[config.mk]
export PLATFORM = sky130hd
export DESIGN_NAME = udp_rx_frame_sched
export DESIGN_NICKNAME = d
export VERILOG_FILES = /design/src/rtl/udp_rx_frame_sched.sv
export SDC_FILE = /design/constraint.sdc
export NUM_CORES = 1
export LEC_CHECK = 0
export CAP_MARGIN = 20
export CORE_ASPECT_RATIO = 0.7
export CORE_UTILIZATION = 40
export DETAILED_ROUTE_END_ITERATION = 6
export DONT_BUFFER_PORTS = 1
export PLACE_DENSITY = 0.66
export SYNTH_ARGS = -nofsm -noshare
export SYNTH_HDL_FRONTEND = slang
export SYNTH_SLANG_ARGS = --single-unit
[constraint.sdc]
create_clock -name app_rx_clk -period 2.59 [get_ports app_rx_clk]
set_clock_uncertainty 0.1 [all_clocks]
set_input_delay 0.518 -clock app_rx_clk [delete_from_list [all_inputs] [get_ports app_rx_clk]]
set_output_delay 0.518 -clock app_rx_clk [all_outputs]
set_load 0.01 [all_outputs]
[src/rtl/udp_rx_frame_sched.sv]
// udp_rx_frame_sched
// Triple-buffer frame scheduler between a UDP video receiver and a frame
// reader. Incoming pixel words are written into one of three frame buffers.
// A completed frame becomes the single READY frame and replaces any older
// READY frame, which is counted as skipped. A reader takes the READY frame
// with a rd_req/rd_ack handshake and hands it back with rd_release.
//
// Ports
//   app_rx_clk, rstn        clock, asynchronous active-low reset
//   enable                  1 = start new frames on vid_vs
//   vid_vs/vid_de/vid_data  frame-start pulse, word valid, 16-bit pixel word
//   wr_en/wr_addr/wr_data   frame-memory write port (one cycle after vid_de)
//   frame_done, frame_err   pulses: frame complete / short frame aborted
//   rd_req, rd_ack          reader request level, one-cycle grant pulse
//   rd_base, rd_busy        granted buffer base address, reader holds buffer
//   rd_release              reader hands its buffer back
//   err_cnt, skip_cnt       saturating aborted / superseded frame counters
module udp_rx_frame_sched #(
  parameter int          FRAME_WORDS = 786432,
  parameter logic [27:0] BASE_ADDR   = 28'h0000000,
  parameter logic [27:0] BUF_STRIDE  = 28'h0100000
) (
  input  logic        app_rx_clk,
  input  logic        rstn,
  input  logic        enable,
  input  logic        vid_vs,
  input  logic        vid_de,
  input  logic [15:0] vid_data,
  output logic        wr_en,
  output logic [27:0] wr_addr,
  output logic [15:0] wr_data,
  output logic        frame_done,
  output logic        frame_err,
  input  logic        rd_req,
  output logic        rd_ack,
  output logic [27:0] rd_base,
  output logic        rd_busy,
  input  logic        rd_release,
  output logic [15:0] err_cnt,
  output logic [15:0] skip_cnt
);

  localparam logic [1:0] T_FREE    = 2'd0;
  localparam logic [1:0] T_WRITING = 2'd1;
  localparam logic [1:0] T_READY   = 2'd2;
  localparam logic [1:0] T_READING = 2'd3;

  localparam logic [0:0] W_IDLE   = 1'b0;
  localparam logic [0:0] W_ACTIVE = 1'b1;

  localparam logic [23:0] LAST_WCNT = 24'(FRAME_WORDS - 1);

  logic [1:0]  tag_q [0:2];
  logic [1:0]  tag_d [0:2];
  logic [0:0]  state_q, state_d;
  logic [1:0]  cur_q, cur_d;
  logic [23:0] wcnt_q, wcnt_d;
  logic [1:0]  rd_idx_q;
  logic        done_p0;

  logic        wr_vld;
  logic        done_set;
  logic        err_set;
  logic        skip_set;
  logic        grant;
  logic        rel;
  logic        rdy_found;
  logic [1:0]  rdy_idx;
  logic        start;
  logic        abort;
  logic [2:0]  free_mask;
  logic [1:0]  alloc_idx;

  function automatic logic [27:0] base_of(input logic [1:0] idx);
    case (idx)
      2'd1:    base_of = BASE_ADDR + BUF_STRIDE;
      2'd2:    base_of = BASE_ADDR + (BUF_STRIDE << 1);
      default: base_of = BASE_ADDR;
    endcase
  endfunction

  function automatic logic [15:0] sat_inc(input logic [15:0] v);
    sat_inc = (v == 16'hFFFF) ? v : v + 16'd1;
  endfunction

  always_comb begin
    tag_d     = tag_q;
    state_d   = state_q;
    cur_d     = cur_q;
    wcnt_d    = wcnt_q;
    wr_vld    = 1'b0;
    done_set  = 1'b0;
    err_set   = 1'b0;
    skip_set  = 1'b0;
    start     = 1'b0;
    abort     = 1'b0;
    rdy_found = 1'b0;
    rdy_idx   = 2'd0;
    free_mask = 3'b000;
    alloc_idx = 2'd0;

    // Grant decisions look only at the tags as they stood at the start of
    // the cycle, so a frame completing now is not grantable until next cycle.
    for (int i = 0; i < 3; i++) begin
      if (tag_q[i] == T_READY) begin
        rdy_found = 1'b1;
        rdy_idx   = 2'(i);
      end
    end
    grant = rd_req && !rd_busy && rdy_found;
    rel   = rd_release && rd_busy;

    if (rel)   tag_d[rd_idx_q] = T_FREE;
    if (grant) tag_d[rdy_idx]  = T_READING;

    if (state_q == W_IDLE) begin
      start = vid_vs && enable;
    end else if (vid_vs) begin
      // Short frame: drop it, optionally restart in the same cycle.
      abort         = 1'b1;
      err_set       = 1'b1;
      tag_d[cur_q]  = T_FREE;
      state_d       = W_IDLE;
      start         = enable;
    end else if (vid_de) begin
      wr_vld = 1'b1;
      wcnt_d = wcnt_q + 24'd1;
      if (wcnt_q == LAST_WCNT) begin
        tag_d[cur_q] = T_READY;
        done_set     = 1'b1;
        state_d      = W_IDLE;
        // The older READY frame is superseded unless the reader takes it now.
        for (int i = 0; i < 3; i++) begin
          if ((2'(i) != cur_q) && (tag_q[i] == T_READY) &&
              !(grant && (rdy_idx == 2'(i)))) begin
            tag_d[i] = T_FREE;
            skip_set = 1'b1;
          end
        end
      end
    end

    if (start) begin
      // Allocation sees pre-update tags, except that an aborted buffer is
      // immediately reusable for the frame that aborted it.
      for (int i = 0; i < 3; i++) begin
        free_mask[i] = (tag_q[i] == T_FREE) || (abort && (2'(i) == cur_q));
      end
      for (int i = 2; i >= 0; i--) begin
        if (free_mask[i]) alloc_idx = 2'(i);
      end
      tag_d[alloc_idx] = T_WRITING;
      cur_d            = alloc_idx;
      wcnt_d           = 24'd0;
      state_d          = W_ACTIVE;
    end
  end

  // Stage p0: buffer tags, writer state, registered write port and strobes
  always_ff @(posedge app_rx_clk or negedge rstn) begin
    if (!rstn) begin
      for (int i = 0; i < 3; i++) tag_q[i] <= T_FREE;
      state_q    <= W_IDLE;
      cur_q      <= 2'd0;
      wcnt_q     <= 24'd0;
      wr_en      <= 1'b0;
      wr_addr    <= 28'd0;
      wr_data    <= 16'd0;
      done_p0    <= 1'b0;
      frame_err  <= 1'b0;
      rd_ack     <= 1'b0;
      rd_busy    <= 1'b0;
      rd_base    <= 28'd0;
      rd_idx_q   <= 2'd0;
      err_cnt    <= 16'd0;
      skip_cnt   <= 16'd0;
    end else begin
      tag_q     <= tag_d;
      state_q   <= state_d;
      cur_q     <= cur_d;
      wcnt_q    <= wcnt_d;
      wr_en     <= wr_vld;
      if (wr_vld) begin
        wr_addr <= base_of(cur_q) + {4'd0, wcnt_q};
        wr_data <= vid_data;
      end
      done_p0   <= done_set;
      frame_err <= err_set;
      rd_ack    <= grant;
      if (grant) begin
        rd_busy  <= 1'b1;
        rd_base  <= base_of(rdy_idx);
        rd_idx_q <= rdy_idx;
      end else if (rel) begin
        rd_busy  <= 1'b0;
      end
      if (err_set)  err_cnt  <= sat_inc(err_cnt);
      if (skip_set) skip_cnt <= sat_inc(skip_cnt);
    end
  end

  // Stage p1: frame_done trails the READY transition by one cycle
  always_ff @(posedge app_rx_clk or negedge rstn) begin
    if (!rstn) frame_done <= 1'b0;
    else       frame_done <= done_p0;
  end

endmodule

==> flow_metrics.tcl, run 1 <==
set metrics [dict create \
    cts_made_buffers 17 \
    reg2reg_depth 5 \
    worstSkewPairLatency_ns 0.40 \
    postLayoutCoreUtil_pct 46.8 \
    die_y_um 99.9 \
    ys.flop_type "dfrtp_1" \
    synthArstFlopShare_pct 100 \
    drv_slew 0 \
    grt_max_degree 116 \
    finalPower_w 0.00508 \
    final_antenna_net_count 0 \
    fin_crit_sh_pct 86.4 \
    boundaryPins 132 \
    crit_arrival_ns 2.42 \
    p_per_area_nw_per_um2 819 \
    cts_tree "built" \
    cts.sinks 115 \
    worst-setup-path-type "flip-flop to flip-flop" \
    maxCapViolCount 0 \
    grt_remaining_overflow 0 \
    combPwrFrac_pct 7.9 \
    worst_pin_slew_ns 0.544 \
    syn_area_per_cell_um2 9.52 \
    wl_per_cell_um 14.9 \
    power_frac_seq_pct 42.5 \
    dieArea_um2 14200 \
    grt_usage_pct 17.7 \
    first_pass_iters 4 \
    diodes 0 \
    fin_nets 613 \
    drive_above_1_share_pct 9.72 \
    start_kind "flip-flop" \
    core_um2 13300 \
    fin_crit_ns 2.24 \
    synth_seq_cells 115 \
    clock-root-buffer "clkbuf_16" \
    clockPowerShare_pct 49.6 \
    wl_met1_mm 5.51 \
    num_vias 3897 \
    drt_iter0_markers 244 \
    max-slew-margin-rel_pct 63.7 \
    setup_viol 0 \
    wl_met3_um 889 \
    placed_area_um2 5570 \
    synth-edff-count 0 \
    fillCellCount 1256 \
    final-hold-violation-count 115 \
    required_ns 2.77 \
    viasPerCell 4.98 \
    routed_wl_mm 11.6 \
    rsz0062_at_grt "false" \
    yosysUniqueCellTypes 51 \
    top_layer "met4" \
    final_cell_mix "158 x nand2_1, 115 x dfrtp_1, 48 x nor2_1, 29 x conb_1, 27 x xor2_1" \
    holdWs_ns -0.285 \
    synth.yosys.warnings 0 \
    ys_seq_area_share_pct 52.6 \
    die_x_um 142 \
    fmax_mhz 447 \
    sw_frac_of_total_pct 24.5 \
    post_cts_resized 0 \
    tns_ns 0 \
    num_rows 35 \
    design_area_um2 6210 \
    wl_met2_mm 5.09 \
    clockBufferDepth 2 \
    violations "negative hold slack" \
    hpwlAfterDp_mm 7.90 \
    syn_to_final_growth_pct 13.4 \
    intPower_w 0.00384 \
    worst_setup_path_end_kind "flip-flop" \
    clk_pin_slew_worst_paths_ns 0.06 \
    gp_congestion 0.881 \
    io_buffers 0 \
    ir_worst_vdd_v 0.000373 \
    post_cts_buffers 0 \
    grt_pass1_vias 3789 \
    synthCells 575 \
    grt_pass1_wl_mm 19.4 \
    drc 0 \
    crit_path_max_fanout 9 \
    antenna_found_initial 0 \
    synth_area_um2 5470 \
    power.leakage_nw 3.07 \
    htreeDepth 4 \
    final_common_cell "nand2_1" \
    status "finished with violations" \
    hold_class "input pin to asynchronous set/reset pin" \
    switchingPower_w 0.00125 \
    start_util_pct 41.2 \
]
==> metrics by stage <==
| stage | setup WS (ns) | cells |
|---|---|---|
| 5_1_grt | 0.222 | 782 |
| 6_report | 0.351 | 782 |
| 3_3_place_gp | 0.361 | 750 |
| 3_5_place_dp | 0.327 | 750 |
| 4_1_cts | 0.366 | 782 |
| 2_1_floorplan | 0.585 | 603 |
==> cells in the mapped netlist, drive strengths merged, types with 8 or more instances <==
master,instances,share of area [%]
clkbuf,11,0.75
o21ai,20,1.8
xnor2,20,3.2
and3,8,0.94
nor2,49,3.5
nor3,11,1.6
nand3,19,2.0
inv,10,0.69
nand4,21,2.7
nand2,159,11
a21oi,13,1.2
buf,33,4.5
dfrtp,115,53
xor2,27,4.3
==> cell type report <==
type | instances | area (µm²) | share of cell area [%]
sequential | 115 | 2880 | 46.4
clock inverter | 11 | 183 | 2.94
clock buffer | 21 | 450 | 7.26
tap | 185 | 231 | 3.73
timing repair buffer | 6 | 45.0 | 0.726
multi-input combinational | 434 | 2380 | 38.4
inverter | 10 | 37.5 | 0.605
==> logic make-up (layout without fill, tap and decap cells) <==
kind of cell | Yosys count | count (layout) | synth area share, %
fa+ha+maj | 6 | 6 | 1.51
flops | 115 | 115 | 52.6
compound gates | 52 | 52 | 5.76
xor+xnor | 47 | 47 | 7.52
other cells | 1 | 29 | 0.0685
mux | 5 | 5 | 0.983
buf+inv | 54 | 48 | 5.90
simple gates | 295 | 295 | 25.7
==> path summary, 6_finish.rpt <==
check / to / start / slack [ns]
setup / recovery: skip_cnt[1] / rd_busy / 0.35
hold / removal: wr_addr[3] / rstn / -0.29
setup reg to reg: skip_cnt[1] / rd_busy / 0.35
hold reg to reg: frame_done / done_p0 / 0.25
max in group asynchronous: wr_data[11] / rstn / 2.51
min in group app_rx_clk: rd_busy / rd_release / 0.11
==> flip-flops by register name (all words and copies together), names as in the netlist <==
name        count
rd_busy         1
wr_en           1
rd_ack          1
frame_err       1
state_q         1
done_p0         1
wr_addr        25
rd_base         1
wcnt_q         24
cur_q           2
wr_data        16
err_cnt        16
frame_done      1
skip_cnt       16
tag_q           6
rd_idx_q        2
==> power groups by stage <==
stage               clock network, W  registers [W]  logic (W)
finish                       0.00252        0.00216   0.000402
global route                 0.00267        0.00219   0.000470
CTS                          0.00257        0.00216   0.000408
detailed placement                 0        0.00218   0.000408
global placement                   0        0.00218   0.000387
floorplan                          0        0.00214   0.000359
==> per-layer routing <==
layer | up-vias | track usage [%]
met3 | 16 | 6.49
met5 | - | 0
met2 | 116 | 26.3
met4 | 0 | 7.03
li1 | 1868 | -
met1 | 1897 | 23.5
==> critical path, cell delays in order, from the launching register on <==
cell      delay [ns]
dfrtp_1         0.45
nor2b_1         0.47
a311oi_2        0.21
a211o_2         0.37
nand3_4         0.17
mux2_2          0.35
No activity file was read; power rests on OpenSTA's default activity.
==> run 2: changes to the inputs <==
Settings changed: CAP_MARGIN 20 to 15.
==> results of run 2 <==
The final DEF is identical to that of run 1; final timing and power are the same.
==> run 3: changes to the inputs <==
Settings changed: CORE_UTILIZATION 40 to 50, PLACE_DENSITY 0.66 to 0.77.
==> run 3 against run 2 <==
The flow still finishes with violations (negative hold slack). Die area shrank 20%. Power shrank 2.7%. Via count grew 0.62%. Combinational power grew 1%. Global-route usage grew 3.9 points. Cell area shrank 1.5%. Fmax grew 2.5%. Sequential share of layout area grew 0.69 points.
==> flow_metrics.tcl, run 3 (synthesized netlist as in run 1, its figures left out) <==
set metrics [dict create \
    die_y_um 89.5 \
    rsz0062_at_grt "false" \
    final-hold-violation-count 115 \
    gp_congestion 0.816 \
    fin_nets 613 \
    worstSkewPairLatency_ns 0.41 \
    first_pass_iters 4 \
    fillCellCount 892 \
    routed_wl_mm 11.2 \
    num_vias 3921 \
    diodes 0 \
    slowest_delay_ns 0.45 \
    start_kind "flip-flop" \
    cp_top_family "simple AND/OR/NAND/NOR gates" \
    largest_register_ff_count 25 \
    drc 0 \
    clock-root-buffer "clkbuf_16" \
    grt_remaining_overflow 0 \
    cts.sinks 115 \
    grt_max_degree 116 \
    hpwlAfterDp_mm 7.65 \
    required_ns 2.79 \
    violations "negative hold slack" \
    tns_ns 0 \
    final_antenna_net_count 0 \
    clockBufferDepth 2 \
    crit_path_max_fanout 9 \
    worst_setup_path_end_kind "flip-flop" \
    fin_crit_sh_pct 84.3 \
    htreeDepth 4 \
    status "finished with violations" \
    post_cts_resized 0 \
    hold_class "input pin to asynchronous set/reset pin" \
    top_register "wr_addr" \
    max-slew-margin-rel_pct 64.8 \
    slowest_stage "dfrtp_1" \
    drt_iter0_markers 235 \
    fin_crit_ns 2.18 \
    cts_made_buffers 17 \
    grt_pass1_vias 3825 \
    post_cts_buffers 0 \
    final_cell_mix "158 x nand2_1, 115 x dfrtp_1, 48 x nor2_1, 29 x conb_1, 27 x xor2_1" \
    finalPower_w 0.00495 \
    clk_pin_slew_worst_paths_ns 0.06 \
    cts_tree "built" \
    crit_arrival_ns 2.38 \
    setup_viol 0 \
    holdWs_ns -0.297 \
    drv_slew 0 \
    antenna_found_initial 0 \
    worst_pin_slew_ns 0.528 \
    ir_worst_vdd_v 0.000521 \
    wl_per_cell_um 15.4 \
    crit_chain "nor2b_1 > a311oi_2 > a211o_2 > nand3_4 > mux2_2" \
    core_um2 10500 \
    io_buffers 0 \
    maxCapViolCount 0 \
    worst-setup-path-type "flip-flop to flip-flop" \
    viasPerCell 5.38 \
    postLayoutCoreUtil_pct 58.4 \
    boundaryPins 132 \
    syn_to_final_growth_pct 11.8 \
    grt_pass1_wl_mm 18.7 \
    final_common_cell "nand2_1" \
    fmax_mhz 458 \
    cp_num_buf_inv 0 \
    top_regs "wr_addr (25), wcnt_q (24)" \
    die_x_um 127 \
    start_util_pct 52.2 \
    num_rows 31 \
    dieArea_um2 11400 \
    p_per_area_nw_per_um2 809 \
    drive_above_1_share_pct 10.2 \
    grt_usage_pct 21.6 \
    power.leakage_nw 3.04 \
]
==> run 3: cell type report <==
type / instances / area [µm²] / area share [%]
Multi-Input combinational cell: 434 / 2380 / 38.9
Clock inverter: 15 / 183 / 2.99
Tap cell: 132 / 165 / 2.70
Clock buffer: 17 / 425 / 6.96
Inverter: 10 / 37.5 / 0.614
Timing Repair Buffer: 6 / 45.0 / 0.737
Sequential cell: 115 / 2880 / 47.1
==> run 3: per-stage QoR <==
step / hold WS [ns] / cell area [µm²] / std cells / worst slack, ns
6_report: -0.297 / 6110 / 729 / 0.406
5_1_grt: -0.318 / 6110 / 729 / 0.260
4_1_cts: -0.315 / 6110 / 729 / 0.411
3_5_place_dp: 0.127 / 5510 / 697 / 0.359
3_3_place_gp: 0.127 / 5510 / 697 / 0.408
2_1_floorplan: 0.122 / 5580 / 603 / 0.585
==> run 3: per-layer routing <==
| layer | vias to the layer above | GRT usage, % | share of wire [%] |
|---|---|---|---|
| met1 | 1906 | 26.9 | 46 |
| met5 | - | 0 | 0 |
| li1 | 1884 | - | - |
| met3 | 13 | 8.44 | 7.8 |
| met4 | 0 | 9.52 | 1.2 |
| met2 | 118 | 34.1 | 45 |
==> run 3: final timing paths <==
| path | to | from | cells after the start | slack (ns) |
|---|---|---|---|---|
| max reg2reg | skip_cnt[1] | rd_busy | 5 | 0.41 |
| min | err_cnt[10] | rstn | 0 | -0.30 |
| max | skip_cnt[1] | rd_busy | 5 | 0.41 |
| max in group asynchronous | wr_data[1] | rstn | 0 | 2.57 |
| min in group app_rx_clk | rd_busy | rd_release | 1 | 0.09 |
| min reg2reg | frame_done | done_p0 | 0 | 0.25 |
==> run 3: report_power, final <==
group | total [W] | switching [W] | internal [W]
registers | 0.00216 | 0.000208 | 0.00195
logic | 0.000408 | 0.000246 | 0.000162
clock network | 0.00238 | 0.000858 | 0.00152
total | 0.00495 | 0.00131 | 0.00363
==> run 3: worst register-to-register path: cells and delay by family, from the launching register on <==
| kind | cells | cell delay, ns |
|---|---|---|
| AO/OA/AOI/OAI | 2 | 0.57 |
| flip-flops | 1 | 0.45 |
| multiplexers | 1 | 0.35 |
| AND/OR/NAND/NOR | 2 | 0.61 |
